<file path="config.mk">
export PLATFORM = sky130hd
export DESIGN_NAME = ftdi_tx
export DESIGN_NICKNAME = d
export VERILOG_FILES = /design/src/rtl/ftdi_pkg.sv /design/src/rtl/ftdi_tx_fifo.sv /design/src/rtl/ftdi_tx.sv
export SDC_FILE = /design/constraint.sdc
export NUM_CORES = 1
export LEC_CHECK = 0
export CAP_MARGIN = 15
export CORE_MARGIN = 2
export CORE_UTILIZATION = 27
export CTS_CLUSTER_SIZE = 16
export DETAILED_ROUTE_END_ITERATION = 8
export PLACE_DENSITY = 0.39
export SKIP_CTS_REPAIR_TIMING = 1
export SLEW_MARGIN = 20
export SYNTH_ARGS = -nofsm -noshare
export SYNTH_HDL_FRONTEND = slang
export SYNTH_SLANG_ARGS = --single-unit
</file>
<file path="constraint.sdc">
create_clock -name clk_60 -period 7.55 [get_ports clk_60]
set_input_delay 1.8875 -clock clk_60 [delete_from_list [all_inputs] [get_ports clk_60]]
set_output_delay 1.8875 -clock clk_60 [all_outputs]
set_load 0.02 [all_outputs]
</file>
<file path="src/rtl/ftdi_pkg.sv">
// Shared FT232H sync-245 definitions used by the read path, write path and bus arbiter.
package ftdi_pkg;

  localparam int unsigned FTDI_DATA_W = 8;

  typedef enum logic [1:0] {
    BUS_IDLE = 2'd0,
    BUS_RX   = 2'd1,
    BUS_TX   = 2'd2
  } ftdi_bus_e;

endpackage

</file>
<file path="src/rtl/ftdi_tx_fifo.sv">
// First-word-fall-through byte FIFO for the FTDI write path; extra-MSB pointers give full/empty.
module ftdi_tx_fifo
  import ftdi_pkg::*;
#(
  parameter int unsigned FIFO_AW = 4
) (
  input  logic                   clk_60,
  input  logic                   rst_n,
  input  logic                   wr_en,
  input  logic [FTDI_DATA_W-1:0] wr_data,
  input  logic                   rd_en,
  output logic [FTDI_DATA_W-1:0] rd_data,
  output logic                   empty,
  output logic                   full,
  output logic [FIFO_AW:0]       level
);

  localparam int unsigned DEPTH = 2 ** FIFO_AW;

  logic [FTDI_DATA_W-1:0] mem [DEPTH];
  logic [FIFO_AW:0]       wr_ptr;
  logic [FIFO_AW:0]       rd_ptr;
  logic                   do_wr;
  logic                   do_rd;

  assign empty   = (wr_ptr == rd_ptr);
  assign full    = (wr_ptr[FIFO_AW] != rd_ptr[FIFO_AW]) &&
                   (wr_ptr[FIFO_AW-1:0] == rd_ptr[FIFO_AW-1:0]);
  assign level   = wr_ptr - rd_ptr;
  assign do_wr   = wr_en & ~full;
  assign do_rd   = rd_en & ~empty;
  assign rd_data = mem[rd_ptr[FIFO_AW-1:0]];

  always_ff @(posedge clk_60) begin
    if (do_wr) mem[wr_ptr[FIFO_AW-1:0]] <= wr_data;
  end

  always_ff @(posedge clk_60 or negedge rst_n) begin
    if (!rst_n) begin
      wr_ptr <= '0;
      rd_ptr <= '0;
    end else begin
      if (do_wr) wr_ptr <= wr_ptr + (FIFO_AW + 1)'(1);
      if (do_rd) rd_ptr <= rd_ptr + (FIFO_AW + 1)'(1);
    end
  end

endmodule

</file>
<file path="src/rtl/ftdi_tx.sv">
// FT232H sync-245 write path: FWFT FIFO plus registered wr_n/data_out stage honouring txe_n and hold.
// Define FTDI_TX_SIWU_EN to add the flush input and SIWU send-immediate strobe.
module ftdi_tx
  import ftdi_pkg::*;
#(
  parameter int unsigned FIFO_AW = 4
) (
  input  logic                   clk_60,
  input  logic                   rst_n,
  input  logic [FTDI_DATA_W-1:0] tx_data,
  input  logic                   tx_valid,
  output logic                   tx_ready,
  input  logic                   hold,
  input  logic                   txe_n,
  output logic                   wr_n,
  output logic [FTDI_DATA_W-1:0] data_out,
  output logic                   data_oe,
  output logic [FIFO_AW:0]       fifo_level
`ifdef FTDI_TX_SIWU_EN
  ,
  input  logic                   flush,
  output logic                   siwu_n
`endif
);

  logic                   out_valid;
  logic                   out_valid_next;
  logic                   accepted;
  logic                   load;
  logic                   pop;
  logic                   fifo_empty;
  logic                   fifo_full;
  logic [FTDI_DATA_W-1:0] fifo_head;

  ftdi_tx_fifo #(
    .FIFO_AW (FIFO_AW)
  ) u_fifo (
    .clk_60  (clk_60),
    .rst_n   (rst_n),
    .wr_en   (tx_valid),
    .wr_data (tx_data),
    .rd_en   (pop),
    .rd_data (fifo_head),
    .empty   (fifo_empty),
    .full    (fifo_full),
    .level   (fifo_level)
  );

  assign tx_ready = ~fifo_full;

  // wr_n low with txe_n high is not an acceptance: the byte stays in the output register.
  assign accepted       = ~wr_n & ~txe_n;
  assign load           = accepted | ~out_valid;
  assign pop            = load & ~fifo_empty;
  assign out_valid_next = load ? ~fifo_empty : out_valid;

  always_ff @(posedge clk_60 or negedge rst_n) begin
    if (!rst_n) begin
      out_valid <= 1'b0;
      wr_n      <= 1'b1;
      data_out  <= '0;
      data_oe   <= 1'b0;
    end else begin
      if (pop) data_out <= fifo_head;
      out_valid <= out_valid_next;
      wr_n      <= ~out_valid_next | txe_n | hold;
      data_oe   <= out_valid_next & ~hold;
    end
  end

`ifdef FTDI_TX_SIWU_EN
  logic flush_pend;
  logic siwu_fire;

  // A flush arriving on the firing edge is absorbed into the pulse being issued.
  assign siwu_fire = flush_pend & fifo_empty & ~out_valid;

  always_ff @(posedge clk_60 or negedge rst_n) begin
    if (!rst_n) begin
      flush_pend <= 1'b0;
      siwu_n     <= 1'b1;
    end else begin
      siwu_n     <= ~siwu_fire;
      flush_pend <= siwu_fire ? 1'b0 : (flush_pend | flush);
    end
  end
`endif

endmodule
</file>
# Yosys cells after proc, flatten, opt, wreduce, memory -nomap -nowiden
# Memories as Yosys holds them, arrays and structs flattened. A register that Yosys moved wholly into a read port is not among the register bits.
# Cells that the tools add are included.
[classes]
add_sub_neg = 3
n_eq_ne = 3
muxes = 3
bitwise_logic = 15
reduce_logical = 2
[op_table]
columns = ["op", "n"]
rows = [
  ["adder 5 x 1 -> 5 bit, second input constant", 2],
  ["inverter 1 bit", 7],
  ["AND 1 bit", 5],
  ["equality test 5 bit", 1],
  ["subtractor 5 bit", 1],
  ["equality test 4 bit", 1],
  ["two-way mux 1 bit", 3],
  ["bitwise OR 1 bit", 3],
  ["logical AND 1 bit", 1],
  ["logical NOT 1 bit", 1],
  ["inequality test 1 bit", 1],
]
[totals]
register_bits = 13
mem_bits_rw = 128
in_bits = 13
elab_cells = 32
n_memories = 1
[memory_table]
columns = ["memory", "words", "width", "rd", "rd_clocked_by_memory_dff", "wr", "line", "rtl"]
rows = [
  ["u_fifo.mem", 16, 8, 1, 1, 1, "ftdi_tx_fifo.sv:20", "logic [FTDI_DATA_W-1:0] mem [DEPTH];"],
]

# Longest topological paths before layout
[depth]
word_depth = 7
mapped_depth = 10
depth_no_buf = 7

# Hierarchy
# From an unflattened synthesis, not the netlist that was laid out.
[hier_totals]
hier_cells = 347
area_unflattened_um2 = 6258.5
[modules_own_cells]
columns = ["module", "n_inst", "cells_per_inst", "area_per_inst_um2", "seq_area_each_um2"]
rows = [
  ["ftdi_tx_fifo", 1, 299, 5696.7, 4093.9],
  ["ftdi_tx", 1, 48, 561.8, 276.5],
]

# Worst setup path before layout
# No wires, ideal clock.
[synth_path]
path_type = "register to output"
from = "reg u_fifo.rd_ptr[1]"
to = "out fifo_level[4]"
arrival_time_ps = 1936
setup_slack_ps = 3727
path_stages_with_launch = 9
n_path_buf = 3
path_cell_list = "dfrtp_1 -> buf_6 -> buf_6 -> buf_4 -> inv_1 -> fa_1 -> a21o_1 -> a21oi_1 -> xnor2_1"
[synth_via]
elab_chain_cells = 1
[synth_rtl]
columns = ["item", "line", "rtl"]
rows = [
  ["start: declaration", "ftdi_tx_fifo.sv:22", "logic [FIFO_AW:0] rd_ptr;"],
  ["start signal: assignment", "ftdi_tx_fifo.sv:44", "if (do_rd) rd_ptr <= rd_ptr + (FIFO_AW + 1)'(1);"],
  ["subtractor 5 bit", "ftdi_tx_fifo.sv:29", "assign level = wr_ptr - rd_ptr;"],
  ["end: declaration", "ftdi_tx.sv:18", "output logic [FIFO_AW:0] fifo_level"],
]
# No other way between the ends.

# Worst setup path in the final report
[layout_path]
from = "reg u_fifo.rd_ptr[2]"
to = "out fifo_level[4]"
# Same word-level chain as after synthesis.

==> flow_summary.yaml <==
run_status:
  status: "finished, final reports clean"
cts:
  cts_max_path_buffers: 2
  cts.sinks: 149
  clk_pin_slew_ps: 60
  cts_tree: "yes"
  numCtsBuffers: 17
  cts-root-buf: "clkbuf_16"
  h-tree-depth: 4
  clk_latency_ps: 430
setup_path:
  cp-start-kind: "flop"
  crit_required_ps: 5660
  critPathCaptureType: "primary output"
  path_class: "reg -> out"
  r2r_slack_ps: 4370
  rr_endpoint: "u_fifo.mem[12][1]"
  crit_arrival_ps: 2850
  path_max_fanout: 24
  rr_worst_depth: 6
  rr_startpoint: "u_fifo.rd_ptr[2]"
global_route:
  grt_max_degree: 51
  met3_usage_pct: 3.157
  grt_pass1_vias: 3228
  grt-ovfl-total: 0
  antenna_found_initial: 0
  grt_pass1_wl_um: 21550
  grt_use_met1_pct: 17.14
  grtUsageTotal_pct: 12.83
  top_usage_layer: "met2"
  grt_use_met2_pct: 20.49
cells_and_area:
  final_util_pct: 32.72
  syn2layout_area_growth_pct: 18.65
  diodes: 0
  nFillCells: 2167
  final_cell_mix: "edfxtp_1 (128), mux2i_1 (32), clkdlybuf4s50_1 (28)"
  drive_gt1_share_pct: 14.39
  layout_commonest_cell: "edfxtp_1"
  nets: 406
min_path:
  hold_depth: 1
  worstHoldStart: "u_fifo.rd_ptr[4]"
  min_path_type: "reg -> reg"
  holdPathEnd: "u_fifo.rd_ptr[4]"
yosys:
  synth_seq_area_share_pct: 72.39
  yosysUniqueCellTypes: 39
  synth_cells: 345
  synth_top_area_cell: "edfxtp_1"
  avgSynthCellArea_um2: 17.50
  async_flop_share_pct: 14.09
  synth.area.top_cells: "edfxtp_1 (64%), dfrtp_1 (8.3%), mux2i_1 (5.3%)"
  synth_ff_type: "edfxtp_1"
  synth_nets: 368
  syn_area_um2: 6037
  yosysWarnings: 0
  synth_edf_count: 128
  ys_ff_latch: 149
  yosysTopAreaCellShare_pct: 63.67
placed_design:
  hpwlAfterDp_um: 8919
  portBuffers: 28
  routabilityCongestion: 0.7327
floorplanning:
  fp.coreArea_um2: 21890
  die_area_um2: 23570
  rows: 54
  die_w_um: 153.5
  initial_core_util_pct: 27.58
  die_h_um: 153.5
  io_pins: 29
route:
  wl_per_cell_um: 21.36
  drt-total-wl_um: 14440
  drtPass1Iterations: 5
  routed_via_density: 4.617
  drc: 0
  ant_nets: 0
  vias: 3121
  drtIter0Drc: 266
sta:
  rsz0062_at_grt: "false"
  hold_slack_ps: 525.6
  final.period_utilization_pct: 62.76
  fmax_mhz: 211.1
  finClkSkew_ps: 11.23
  layout_min_cycle_time_ps: 4738
  setup_viol: 0
  hold_viol: 0
  relSlewSlack_pct: 34.84
  drv_slew: 0
  finalSetupTns_ps: 0
  tightest_slew_ps: 977.4
power_and_ir_drop:
  p_per_area_nw_per_um2: 394.4
  leakagePower_nw: 2.415
  finalPower_mw: 2.825
  ir_drop_mv: 0.1410
run:
  maxCapViolations: 0
## cell usage after synthesis, types with 2 or more instances
master / count
edfxtp_1: 128
mux2i_1: 32
nor2_1: 23
dfrtp_1: 20
o22ai_1: 16
mux4_2: 14
inv_1: 13
xnor2_1: 10
ha_1: 9
a22oi_1: 8
a31oi_1: 8
and3_1: 8
buf_6: 6
nand2_1: 5
nand4_1: 5
buf_2: 4
nor4_1: 4
xor2_1: 3
a21o_1: 2
a21oi_1: 2
buf_4: 2
clkbuf_1: 2
mux4_1: 2
nand3_1: 2
nand3b_1: 2
o21ai_0: 2
## flip-flops by register name (all words and copies together) (netlist names)
name and flops:
out_valid 1, u_fifo.mem 128, data_out 8, wr_n 1, u_fifo.wr_ptr 5, data_oe 1
u_fifo.rd_ptr 5
## how the worst max path moves through the flow
stage                          start            end
floorplan           u_fifo.rd_ptr[1]  fifo_level[4]
finish              u_fifo.rd_ptr[2]  fifo_level[4]
CTS                 u_fifo.rd_ptr[2]  fifo_level[4]
global route        u_fifo.rd_ptr[2]  fifo_level[4]
global placement    u_fifo.rd_ptr[2]  fifo_level[4]
detailed placement  u_fifo.rd_ptr[2]  fifo_level[4]
## per-layer routing
layer  wire [um]  part of all wire (%)
met3         449                   3.1
met5           0                     0
met1        6731                    47
met4         203                   1.4
met2        7054                    49
## worst max-delay path, cell delays in order (launching register included)
cell,delay (ps)
dfrtp_2,760
inv_1,100
ha_1,380
a21o_1,200
a21oi_1,200
xnor2_1,160
clkdlybuf4s50_1,630
## power by group
| part | internal, mW | switching [mW] |
|---|---|---|
| Sequential | 1.02 | 0.109 |
| Clock | 0.470 | 0.322 |
| Combinational | 0.400 | 0.509 |
| Total | 1.89 | 0.940 |
## cells by family (layout without fill, tap and decap cells)
group | Yosys count | count (layout) | share of synthesized area, %
flip-flops | 149 | 149 | 72.39
AO/OA/AOI/OAI | 42 | 42 | 4.601
buffers and inverters | 29 | 80 | 3.026
multiplexers | 48 | 48 | 11.40
XOR/XNOR | 13 | 13 | 1.886
adder cells (fa/ha/maj) | 10 | 10 | 2.197
AND/OR/NAND/NOR | 54 | 54 | 4.497
## per-stage QoR
stage	cells	instance area, um2	setup slack, ps
final	676	7163	2812
after floorplan	345	6037	3727
after global placement	644	6613	2929
after global routing	676	7163	2663
after detailed placement	644	6613	2874
after CTS	676	7162	2416
## area by class of cell
type	count	area, um2	area share [%]
Inverter	13	48.80	0.6812
Clock inverter	8	77.57	1.083
Tap cell	280	350.3	4.891
Multi-Input combinational cell	167	1509	21.07
Clock buffer	24	471.7	6.585
Timing Repair Buffer	35	332.8	4.646
Sequential cell	149	4373	61.05
Note: power is estimated with default switching activity, not from simulation.
